$ cat src/rtl/approx_seq_mul.sv
// Purpose : sequential shift-add approximate unsigned multiplier. Each partial
//           product has its low TRUNC_BITS columns forced to zero.
// Latency : out_valid rises WIDTH edges after the accepting edge. One result
//           per WIDTH+2 cycles when out_ready is held high.
// Backpr. : in_ready is high only in IDLE, and operands are not queued. The
//           result is held in DONE until out_ready is sampled high.
//
// Ports:
//   clk        rising-edge clock
//   rst        asynchronous, active-high reset
//   in_valid   operand pair valid           in_ready  accepts operands (IDLE only)
//   in_a       multiplicand, WIDTH bits     in_b      multiplier, WIDTH bits
//   out_valid  out_p valid (DONE)           out_ready consumer accepts out_p
//   out_p      approximate product, 2*WIDTH bits
//   busy       high while in RUN or DONE
//
// Optional feature: define APPROX_MUL_BIAS_COMP_EN to add a rounding bias of
// 2^(TRUNC_BITS-1) to every result on the RUN->DONE transition. The biased
// result saturates at 2^(2*WIDTH)-1. The bias adds no latency and is not
// applied when TRUNC_BITS is 0.

module approx_seq_mul #(
    parameter int WIDTH      = 4,
    parameter int TRUNC_BITS = 2
) (
    input  logic                 clk,
    input  logic                 rst,
    input  logic                 in_valid,
    output logic                 in_ready,
    input  logic [WIDTH-1:0]     in_a,
    input  logic [WIDTH-1:0]     in_b,
    output logic                 out_valid,
    input  logic                 out_ready,
    output logic [2*WIDTH-1:0]   out_p,
    output logic                 busy
);

    localparam int PW    = 2 * WIDTH;
    localparam int CNT_W = (WIDTH > 1) ? $clog2(WIDTH) : 1;

    // Column mask applied to every partial product. Columns below TRUNC_BITS
    // are never summed.
    localparam logic [PW-1:0]    PP_MASK  = {PW{1'b1}} << TRUNC_BITS;
    localparam logic [CNT_W-1:0] CNT_LAST = CNT_W'(WIDTH - 1);

`ifdef APPROX_MUL_BIAS_COMP_EN
    // Half of the weight of the lowest kept column. This recentres the
    // truncation error. The value is zero when nothing is truncated.
    localparam int            BIAS_SH = (TRUNC_BITS > 0) ? (TRUNC_BITS - 1) : 0;
    localparam logic [PW:0]   BIAS    = (TRUNC_BITS > 0) ? ((PW + 1)'(1) << BIAS_SH)
                                                         : '0;
`endif

    typedef enum logic [1:0] {
        IDLE = 2'd0,
        RUN  = 2'd1,
        DONE = 2'd2
    } state_t;

    state_t             state_q;
    logic [WIDTH-1:0]   a_q;
    logic [WIDTH-1:0]   b_q;
    logic [PW-1:0]      acc_q;
    logic [CNT_W-1:0]   cnt_q;
    logic [PW-1:0]      out_p_q;
    logic               out_valid_q;

    logic [PW-1:0]      a_ext;
    logic [PW-1:0]      pp_d;
    logic [PW-1:0]      acc_d;
    logic [PW-1:0]      result_d;

    // ------------------------------------------------------------------
    // Datapath: one partial product per RUN cycle.
    // ------------------------------------------------------------------
    assign a_ext = {{WIDTH{1'b0}}, a_q};
    assign pp_d  = (a_ext << cnt_q) & PP_MASK;

    // Without a bias the truncated sum never exceeds the exact product.
    // The accumulator therefore cannot overflow 2*WIDTH bits.
    assign acc_d = b_q[cnt_q] ? (acc_q + pp_d) : acc_q;

`ifdef APPROX_MUL_BIAS_COMP_EN
    logic [PW:0] biased_sum;

    // One extra bit catches the carry out of the bias add. Saturate on carry.
    assign biased_sum = {1'b0, acc_d} + BIAS;
    assign result_d   = biased_sum[PW] ? {PW{1'b1}} : biased_sum[PW-1:0];
`else
    assign result_d   = acc_d;
`endif

    // ------------------------------------------------------------------
    // Control FSM with registered result and out_valid.
    // ------------------------------------------------------------------
    always_ff @(posedge clk or posedge rst) begin
        if (rst) begin
            state_q     <= IDLE;
            a_q         <= '0;
            b_q         <= '0;
            acc_q       <= '0;
            cnt_q       <= '0;
            out_p_q     <= '0;
            out_valid_q <= 1'b0;
        end else begin
            case (state_q)
                IDLE: begin
                    if (in_valid) begin
                        a_q     <= in_a;
                        b_q     <= in_b;
                        acc_q   <= '0;
                        cnt_q   <= '0;
                        state_q <= RUN;
                    end
                end

                RUN: begin
                    acc_q <= acc_d;
                    cnt_q <= cnt_q + CNT_W'(1);
                    // Always run all WIDTH steps, even for zero operands.
                    // This keeps the latency fixed.
                    if (cnt_q == CNT_LAST) begin
                        out_p_q     <= result_d;
                        out_valid_q <= 1'b1;
                        state_q     <= DONE;
                    end
                end

                DONE: begin
                    if (out_ready) begin
                        out_valid_q <= 1'b0;
                        state_q     <= IDLE;
                    end
                end

                default: begin
                    out_valid_q <= 1'b0;
                    state_q     <= IDLE;
                end
            endcase
        end
    end

    assign in_ready  = (state_q == IDLE);
    assign busy      = (state_q != IDLE);
    assign out_valid = out_valid_q;
    assign out_p     = out_p_q;

endmodule

$ cat config.mk
export PLATFORM = sky130hd
export DESIGN_NAME = approx_seq_mul
export DESIGN_NICKNAME = d
export VERILOG_FILES = /design/src/rtl/approx_seq_mul.sv
export SDC_FILE = /design/constraint.sdc
export NUM_CORES = 1
export LEC_CHECK = 0
export CAP_MARGIN = 30
export CORE_ASPECT_RATIO = 0.9
export CORE_MARGIN = 2
export CORE_UTILIZATION = 55
export DETAILED_ROUTE_END_ITERATION = 10
export PLACE_DENSITY = 0.83
export SYNTH_ARGS = -nofsm -noshare
export SYNTH_HDL_FRONTEND = slang
export SYNTH_SLANG_ARGS = --single-unit
$ cat constraint.sdc
create_clock -name clk -period 4.2 [get_ports clk]
set_input_delay 0.42 -clock clk [delete_from_list [all_inputs] [get_ports clk]]
set_output_delay 0.42 -clock clk [all_outputs]
set_load 0.03 [all_outputs]
Word-level counts from Yosys, hierarchy flattened:

Index checks and enable logic that the tools add are counted.

* flip-flop bits (word level): 29
* bits of input ports: 12
* output and inout bits: 11
* logic and storage cells: 40

* add/subtract/negate cells: 2
* order comparisons: 1
* equality and inequality tests: 6
* shifts and indexed selects: 1
* muxes and demuxes: 14
* bitwise logic cells: 1
* reductions and logical operators: 8

Operator list (count)
* 8-bit two-way mux: 2
* 8-bit one-hot mux with 2 select lines: 1
* 8-bit adder: 1
* 2-bit two-way mux: 4
* 4-bit by 2-bit left shift with 8-bit output: 1
* 2-bit != test, second input constant: 3
* 2-bit one-hot mux with 3 select lines: 1
* 2-bit AND reduction: 3
* 3-bit AND reduction: 2
* 2-bit equality test, second input constant: 2
* 2-bit one-hot mux with 2 select lines: 1
* 2-bit nonzero test: 2
* 2-bit by 3-bit < comparator with 1-bit output, second input constant: 1
* 1-bit two-way mux: 3
* 1-bit one-hot mux with 3 select lines: 1
* 2-bit by 1-bit adder with 2-bit output, second input constant: 1
* 1-bit binary-select mux with 2-bit select: 1
* 2-bit by 1-bit equality test with 1-bit output, second input constant: 1
* 2-bit logical NOT: 1
* 1-bit inverter: 1

Logic depth before layout (Yosys ltp):

Gate-level depths: netlist of the first run.

* depth after elaboration: 4
* mapped depth: 10
* mapped depth without buffers: 9

Worst setup path before layout of the first run:

OpenSTA, ideal clock, no wires.

* path kind: reg2reg
* start: register cnt_q[1]
* end: register out_p_q[6] (netlist: out_p[6])
* setup time: 0.076 ns
* arrival time: 2.066 ns
* required time: 4.124 ns
* setup slack: 2.058 ns
* stages on the path, launching flop included: 11
* path buffers: 1
* period minus slack after synthesis: 2.142 ns
* path through: dfrtp_1 > buf_2 > mux2_2 > nor2_1 > a21oi_1 > fa_1 > a21o_1 > a21oi_1 > xnor2_1 > mux2i_1 > o21ai_1

* word-level cells in the longest chain between the ends: 3
* elaborated cells between the ends (all ways): 7
* classes of those cells: 1 x add/sub; 1 x eq/ne; 1 x shift; 3 x mux; 1 x reduce/logical

Ends and longest elaborated chain
* start: declaration: line 64 `logic [CNT_W-1:0] cnt_q;`
* start signal: assignment: line 119 `cnt_q <= cnt_q + CNT_W'(1);`
* 4-bit by 2-bit left shift with 8-bit output / 1-bit binary-select mux with 2-bit select (equally long branches): line 77, 81
* 8-bit adder / 1-bit two-way mux (equally long branches): line 81 `assign acc_d = b_q[cnt_q] ? (acc_q + pp_d) : acc_q;`
* 8-bit two-way mux: line 81
* end signal: assignment: line 123 `out_p_q <= result_d;`
* end: declaration: line 65 `logic [PW-1:0] out_p_q;`

Several ways; a longest one is shown, not always the timed one. The select of a mux whose other input is x is not followed.
A chain may end at the register's enable or synchronous reset.

Final worst setup path of the first run:

Ends and elaborated chain as after synthesis.

==> results_dict.tcl, run 1 <==
set metrics [dict create \
    diodes 0 \
    grt_pass1_vias 976 \
    wl_per_cell_um 13.6 \
    power.switching_mw 0.565 \
    vias 1014 \
    die_h_um 50.6 \
    postCtsSetupBuffers 0 \
    syn_inst 139 \
    clk_latency_ns 0.33 \
    synth_commonest_cells "nand2_1, dfrtp_1, mux2i_1" \
    ant_nets 0 \
    overflow 0 \
    cts.sinks 25 \
    finalPower_mw 1.24 \
    register_area_sq_um 626 \
    yosys.area.top_type "dfrtp_1" \
    critPathArrivalTime_ns 2.64 \
    htree_levels 1 \
    setup_viol 0 \
    synth-edff-count 0 \
    globalplace.congestion 0.823 \
    critPathLaunchType "register" \
    critPathBufInv 0 \
    timing.slew.headroom_pct 39.7 \
    ys_types 32 \
    antenna_found_initial 0 \
    core_area_sq_um 2220 \
    grt_setup_unrepaired "no" \
    critPathKind "register to register" \
    row_count 16 \
    ctsHoldBuffers 0 \
    yosysWarningCount 0 \
    path_cells "mux2_2 > nor2_1 > a21oi_1 > fa_1 > a21o_1 > a21oi_1 > xnor2_1 > mux2i_1 > o21ai_1" \
    cpLargestDelayFamily "compound AO/OA/AOI/OAI gates" \
    clk_pin_slew_worst_paths_ns 0.13 \
    synth.top_cell.area_share_pct 47.2 \
    grt_first_pass_wirelength_mm 4.35 \
    crit_top_cell "a21oi_1" \
    clockPowerShare_pct 8.9 \
    fin_skew_ns 0.00358 \
    drt_iter0_drc 16 \
    final_util_pct 69.4 \
    cts_buffer_depth 2 \
    routed_wl_mm 2.49 \
    ys_top_cells_by_area "dfrtp_1, nand2_1, ha_1" \
    maxSlewViolCount 0 \
    share_comb_of_total_power_pct 55.9 \
    synth.avg_cell_area_sq_um 9.53 \
    hp-class "register to register" \
    cpPeakStageDelay_ns 0.53 \
    worst_setup_path_end_kind "register" \
    crit_slowest_cell "dfrtp_1" \
    cts_buffers 3 \
    die-area_sq_um 2820 \
    run_status "complete, no violations" \
    fmax_mhz 422 \
    met1_usage_pct 24.1 \
    ys_seq_area_share_pct 47.2 \
    ctsResizeCount 0 \
    io_pins 23 \
    ys.flop_type "dfrtp_1" \
    cap_violations 0 \
    syn_area_sq_um 1330 \
    p_leak_nw 0.751 \
    tightest_slew_ns 0.904 \
    switching_share_pct 45.7 \
    required_ns 4.46 \
    gr-usage-all-layers_pct 20.3 \
    cp_max_fo 9 \
    port_buffers 20 \
    ir_worst_vdd_uv 468 \
    drc 0 \
    fillCellCount 193 \
    ys_ff_latch 25 \
    intPower_mw 0.673 \
    top_usage_layer "met2" \
    multi_input_area_sq_um 643 \
    syn_to_final_growth_pct 16.4 \
    finalCritPeriodShare_pct 56.5 \
    fin_nets 176 \
    viasPerCell 5.54 \
    hold_viol_final 0 \
    drt_first_pass_iters 4 \
    initial_core_util_pct 59.6 \
    tns_ns 0 \
    grt_max_degree 26 \
    die_w_um 55.7 \
    power_frac_seq_pct 35.2 \
    met3_usage_pct 2.84 \
    hpwl_mm 1.88 \
    yosysMostFrequentCell "nand2_1" \
    root_buffer "clkbuf_4" \
    min_period_ns 2.37 \
    grt_use_met2_pct 34.9 \
    cts_tree "built" \
    drive_gt1_share_pct 5.13 \
    power_density_nw_per_um2 802 \
    synthArstFlopShare_pct 100 \
]
==> worst register-to-register path, delay by kind of cell, from the launching register on <==
kind / cells / cell delay, ns
AOI/OAI and AO/OA: 4 / 0.55
DFF: 1 / 0.53
and+or+nand+nor: 1 / 0.09
muxes: 2 / 0.50
xor gates and xnor gates: 1 / 0.18
adders and majority gates: 1 / 0.47
==> layer usage <==
metal	vias to the layer above	wire, um
met1	472	1100
met5	-	0
met3	6	144
met4	0	62
li1	499	-
met2	37	1180
==> cell usage in the layout (no fill, tap or decap), types with 2 or more instances in the layout <==
master and count:
a21o_1 2, a21oi_1 5, a22o_1 5, clkbuf_4 3, clkdlybuf4s50_1 20, conb_1 2, dfrtp_1 25, ha_1 6
inv_1 2, mux2i_1 7, nand2_1 41, nand2b_1 2, nand3_1 2, nor2_1 4, nor2b_1 2, o21ai_0 6
o21ai_1 6, xnor2_1 3
==> cell families after synthesis <==
family / synth area share [%]
flops: 47.2
mux: 7.84
xor+xnor: 2.64
simple gates: 17.4
fa+ha+maj: 7.18
buf+inv: 4.53
compound gates: 12.9
other cells: 0.283
==> registers in the layout (all words and copies together), names as in the netlist <==
name and cells:
a_q 4, out_p 6, out_valid 1, acc_q 6, cnt_q 2, state_q 2, b_q 4
==> metrics by stage <==
step / setup WS (ns) / instance area [sq um] / hold WS, ns / cells
floorplan: 2.06 / 1330 / 0.440 / 140
global placement: 1.99 / 1520 / 0.458 / 179
detailed placement: 1.87 / 1520 / 0.462 / 179
CTS: 1.84 / 1540 / 0.494 / 183
global route: 1.63 / 1540 / 0.526 / 183
finish: 1.83 / 1540 / 0.490 / 183
==> worst paths after layout <==
path	startpoint	to	slack, ns	cells after the start
max in group asynchronous	rst	a_q[0]$_DFFE_PP0P_	3.09	2
setup / recovery	cnt_q[1]$_DFFE_PP0P_	out_p[6]$_DFFE_PP0P_	1.83	9
hold / removal	out_valid$_DFFE_PP0P_	out_valid$_DFFE_PP0P_	0.49	2
hold reg to reg	out_valid$_DFFE_PP0P_	out_valid$_DFFE_PP0P_	0.49	2
min in group asynchronous	rst	out_p[2]$_DFFE_PP0P_	0.57	2
setup reg to reg	cnt_q[1]$_DFFE_PP0P_	out_p[6]$_DFFE_PP0P_	1.83	9
==> final cells by class <==
cell class              instances  share of cell area [%]
multi-input cells             104                    41.7
well taps                      27                    2.19
inverters                       3                   0.892
clock buffers                   4                    1.70
repair buffers                 20                    13.0
flip-flops and latches         25                    40.6
==> power groups by stage <==
stage	clock network, mW	logic (mW)	registers (mW)
floorplan	0	0.494	0.462
detailed placement	0	0.692	0.441
finish	0.111	0.692	0.435
global placement	0	0.663	0.434
CTS	0.113	0.695	0.435
global route	0.119	0.774	0.451
Power figures use the tool's default switching activity.
==> run 2: changes to the inputs <==
CORE_UTILIZATION = 51   (was 55)
PLACE_DENSITY = 0.77   (was 0.83)
clock period = 2.4 ns   (was 4.2 ns; I/O delays follow)
==> results_dict.tcl, run 2 (same netlist as run 1, synthesis figures left out) <==
set metrics [dict create \
    run_status "complete, no violations" \
    most-common-layout-cells "nand2_1, dfrtp_1, clkdlybuf4s50_1" \
    initial_core_util_pct 53.7 \
    overflow 0 \
    power.switching_mw 0.992 \
    multi_input_area_sq_um 643 \
    fmax_mhz 446 \
    grt_max_degree 26 \
    switching_share_pct 45.2 \
    critPathLaunchType "register" \
    crit_slowest_cell "dfrtp_2" \
    startpoint "cnt_q[1]$_DFFE_PP0P_" \
    intPower_mw 1.20 \
    r2r_end "out_p[6]$_DFFE_PP0P_" \
    drive_gt1_share_pct 8.75 \
    hpwl_mm 1.79 \
    hold_viol_final 0 \
    critPathKind "register to register" \
    root_buffer "clkbuf_4" \
    critPathBufInv 0 \
    path_cells "mux2i_1 > o21ai_0 > ha_1 > fa_1 > a21o_1 > a21oi_1 > xnor2_1 > mux2i_1 > o21ai_1" \
    io_pins 23 \
    r2r-start "cnt_q[1]$_DFFE_PP0P_" \
    syn_to_final_growth_pct 19.2 \
    drt_first_pass_iters 4 \
    grt_first_pass_wirelength_mm 4.06 \
    cap_violations 0 \
    final_cells 188 \
    hp-class "input port to asynchronous set/reset pin" \
    die_h_um 52.4 \
    place_inst 182 \
    cpPeakStageDelay_ns 0.47 \
    cp_max_fo 8 \
    gr-usage-all-layers_pct 17.7 \
    vias 986 \
    die_w_um 57.7 \
    rrSetupSlack_ns 0.16 \
    maxSlewViolCount 0 \
    row_count 17 \
    clk_pin_slew_worst_paths_ns 0.14 \
    power_density_nw_per_um2 1390 \
    core_area_sq_um 2470 \
    cts_tree "built" \
    cpLargestDelayFamily "adder cells" \
    layout_commonest_cell "nand2_1" \
    drc 0 \
    cts.sinks 25 \
    cp_num_cells 9 \
    clk_latency_ns 0.32 \
    grt_pass1_vias 930 \
    wl_per_cell_um 12.7 \
    p_leak_nw 0.768 \
    setup_viol 0 \
    globalplace.congestion 0.846 \
    finalCritPeriodShare_pct 93.4 \
    port_buffers 20 \
    critical_path.endpoint "out_p[6]$_DFFE_PP0P_" \
    die-area_sq_um 3020 \
    ir_worst_vdd_uv 838 \
    clockPowerShare_pct 9.0 \
    viasPerCell 5.24 \
    min_period_ns 2.24 \
    worst_setup_path_end_kind "register" \
    drt_iter0_drc 36 \
    diodes 0 \
    share_comb_of_total_power_pct 56.7 \
    fillCellCount 224 \
    required_ns 2.66 \
    crit_top_cell "mux2i_1" \
    htree_levels 1 \
    fin_nets 180 \
    fin_skew_ns 0.00193 \
    power_frac_seq_pct 34.3 \
    pre_cts_slack_ns 0.130 \
    ant_nets 0 \
    register_area_sq_um 627 \
    ctsHoldBuffers 0 \
    layout_setup_ws_ns 0.159 \
    antenna_found_initial 0 \
    critPathArrivalTime_ns 2.50 \
    cts_buffers 3 \
    r2r_cells 9 \
    cts_buffer_depth 2 \
    routed_wl_mm 2.39 \
]
run 2: what timing repair did:
item | CTS | global route
setup buffers | 0 | 2
setup endpoints to repair | 0 | 3
resized for setup | 0 | 1
run 2: power groups by stage:
stage | combinational, mW | clock, mW | sequential (mW)
detailed placement | 1.22 | 0 | 0.763
floorplan | 0.865 | 0 | 0.809
CTS | 1.23 | 0.199 | 0.751
global route | 1.39 | 0.220 | 0.780
global placement | 1.19 | 0 | 0.752
finish | 1.25 | 0.198 | 0.752
run 2: worst min-delay path by stage:
stage | start | to | slack (ns) | cells after the start
finish | rst | out_valid$_DFFE_PP0P_ | 0.24 | 3
detailed placement | b_q[2]$_DFFE_PP0P_ | b_q[2]$_DFFE_PP0P_ | 0.46 | 2
global placement | b_q[3]$_DFFE_PP0P_ | b_q[3]$_DFFE_PP0P_ | 0.46 | 2
CTS | rst | out_valid$_DFFE_PP0P_ | 0.25 | 3
floorplan | rst | a_q[0]$_DFFE_PP0P_ | 0.27 | 1
global route | rst | out_valid$_DFFE_PP0P_ | 0.26 | 3
run 2: layout make-up:
cell class                      instances  share of cell area, %
Timing Repair Buffer                   24                   14.6
Multi-Input combinational cell        104                   40.7
Tap cell                               28                   2.22
Clock inverter                          1                  0.475
Clock buffer                            3                   1.43
Sequential cell                        25                   39.7
Inverter                                3                  0.872
run 2: per-layer routing:
| layer | GRT usage (%) | up-vias | wire length (um) |
|---|---|---|---|
| met3 | 3.21 | 2 | 89 |
| met1 | 24.3 | 452 | 1200 |
| li1 | - | 509 | - |
| met4 | 5.81 | 0 | 17 |
| met5 | 0 | - | 0 |
| met2 | 28.4 | 23 | 1090 |
run 2: per-stage QoR:
step	utilization, %	hold WS (ns)	power [mW]	setup TNS (ns)	instance area (sq um)
floorplan	-	0.267	1.67	0	1330
global placement	62.1	0.459	1.95	0	1530
detailed placement	62.1	0.458	1.98	0	1530
CTS	63.3	0.246	2.18	0	1560
global route	64.0	0.262	2.39	-0.00106	1580
finish	64.0	0.236	2.20	0	1580
run 2: tightest hold or removal path, stage by stage:
cell,delay [ns]
clkdlybuf4s50_1,0.39
inv_1,0.05
buf_4,0.30
==> run 3: changes to the inputs <==
CORE_MARGIN = default   (was 2)
CORE_UTILIZATION = 46   (was 51)
PLACE_DENSITY = 0.74   (was 0.77)
clock period = 1.95 ns   (was 2.4 ns; I/O delays follow)
==> results_dict.tcl, run 3 (same netlist as run 1, synthesis figures left out) <==
set metrics [dict create \
    layout_setup_ws_ns -0.145 \
    crit_slowest_cell "dfrtp_2" \
    routed_wl_mm 2.52 \
    fin_skew_ns 0.00386 \
    r2r_cells 9 \
    root_buffer "clkbuf_4" \
    fmax_mhz 477 \
    share_comb_of_total_power_pct 61.0 \
    hpwl_mm 1.90 \
    ant_nets 0 \
    grt_first_pass_wirelength_mm 4.60 \
    grt_setup_unrepaired "yes" \
    grt_pass1_vias 1069 \
    globalplace.congestion 0.819 \
    clockPowerShare_pct 7.9 \
    layout_commonest_cell "nand2_1" \
    drive_gt1_share_pct 17.2 \
    cts_tree "built" \
    critPathKind "register to register" \
    critPathLaunchType "register" \
    switching_share_pct 43.6 \
    viasPerCell 4.89 \
    hold_viol_final 0 \
    critPathArrivalTime_ns 2.30 \
    initial_core_util_pct 48.2 \
    setup_viol 8 \
    required_ns 2.15 \
    critPathBufInv 0 \
    min_period_ns 2.09 \
    critical_path.endpoint "out_p[7]$_DFFE_PP0P_" \
    port_buffers 20 \
    worst_setup_path_end_kind "register" \
    cp_max_fo 4 \
    io_pins 23 \
    cpPeakStageDelay_ns 0.46 \
    drt_first_pass_iters 4 \
    die-area_sq_um 3100 \
    post-route-cell-area_sq_um 1700 \
    placed_area_sq_um 1620 \
    startpoint "cnt_q[1]$_DFFE_PP0P_" \
    vias 1023 \
    fin_nets 189 \
    overflow 0 \
    grt_max_degree 26 \
    run_status "finished, violations left" \
    die_h_um 52.9 \
    syn_to_final_growth_pct 28.2 \
    rrSetupSlack_ns -0.14 \
    cap_violations 0 \
    row_count 18 \
    pre_cts_slack_ns -0.157 \
    r2r-start "cnt_q[1]$_DFFE_PP0P_" \
    power_frac_seq_pct 31.1 \
    cpLargestDelayFamily "compound AO/OA/AOI/OAI gates" \
    wl_per_cell_um 12.1 \
    diodes 0 \
    power_density_nw_per_um2 1710 \
    most-common-layout-cells "nand2_1, dfrtp_1, clkdlybuf4s50_1" \
    finalCritPeriodShare_pct 107 \
    antenna_found_initial 0 \
    clk_pin_slew_worst_paths_ns 0.14 \
    r2r_end "out_p[7]$_DFFE_PP0P_" \
    core_area_sq_um 2750 \
    htree_levels 1 \
    die_w_um 58.6 \
    cp_num_cells 9 \
    drc 0 \
    ir_worst_vdd_uv 727 \
    power.switching_mw 1.27 \
    maxSlewViolCount 0 \
    violations "negative setup slack" \
    fillCellCount 257 \
    tns_ns -0.819 \
    cts.sinks 25 \
    cts_buffer_depth 2 \
    cts_buffers 3 \
    gr-usage-all-layers_pct 19.9 \
    hp-class "input port to asynchronous set/reset pin" \
    drt_iter0_drc 12 \
    intPower_mw 1.64 \
    path_cells "mux2_4 > nor2_1 > a21oi_1 > ha_1 > a21o_1 > nand4_1 > a31oi_2 > xnor2_1 > o21ai_1" \
    p_leak_nw 0.834 \
    clk_latency_ns 0.31 \
]
[run 3: through the flow]
step / hold slack, ns / power (mW) / instances / utilization (%)
2_1_floorplan: 0.222 / 2.09 / 140 / -
3_5_place_dp: 0.464 / 2.58 / 202 / 58.8
3_3_place_gp: 0.457 / 2.53 / 202 / 58.8
6_report: 0.214 / 2.91 / 209 / 61.8
5_1_grt: 0.240 / 3.18 / 209 / 61.8
4_1_cts: 0.225 / 2.87 / 209 / 61.0
[run 3: cell type report]
type                       count  area, sq um  share of cell area, %
multi-input combinational    104          678                   39.9
sequential                    25          627                   36.9
tap                           40         50.0                   2.95
inverter                       3         13.8                  0.810
clock buffer                   4         26.3                   1.55
timing repair buffer          33          304                   17.9
[run 3: routing by layer]
layer / global-route usage [%] / part of all wire, %
met5: 0 / 0
met4: 3.57 / 0.44
met3: 2.93 / 3.2
met2: 38.1 / 52
met1: 24.0 / 45
[run 3: power groups by stage]
| stage | Combinational (mW) | Clock [mW] | Sequential [mW] |
|---|---|---|---|
| CTS | 1.73 | 0.238 | 0.899 |
| finish | 1.77 | 0.231 | 0.906 |
| detailed placement | 1.67 | 0 | 0.914 |
| global placement | 1.63 | 0 | 0.900 |
| global route | 1.98 | 0.258 | 0.939 |
| floorplan | 1.09 | 0 | 0.999 |
[run 3: worst min-delay path by stage]
stage / start / to / slack (ns) / depth (start not counted)
floorplan: rst / a_q[0]$_DFFE_PP0P_ / 0.22 / 1
global placement: out_valid$_DFFE_PP0P_ / out_valid$_DFFE_PP0P_ / 0.46 / 2
detailed placement: b_q[1]$_DFFE_PP0P_ / b_q[1]$_DFFE_PP0P_ / 0.46 / 2
CTS: rst / out_valid$_DFFE_PP0P_ / 0.22 / 3
global route: rst / out_p[7]$_DFFE_PP0P_ / 0.24 / 3
finish: rst / out_valid$_DFFE_PP0P_ / 0.21 / 3
[run 3: repair_timing]
action / CTS / global route
endpoints found under the setup margin: 8 / 10
setup buffers: 3 / 0
pin swaps: 4 / 2
hold endpoints to repair: 0 / 0
gates resized for setup: 3 / 5
hold buffers: 0 / 0
[run 3: worst min-delay path: stages]
cell             delay [ns]
clkdlybuf4s50_1        0.40
inv_1                  0.05
buf_4                  0.30
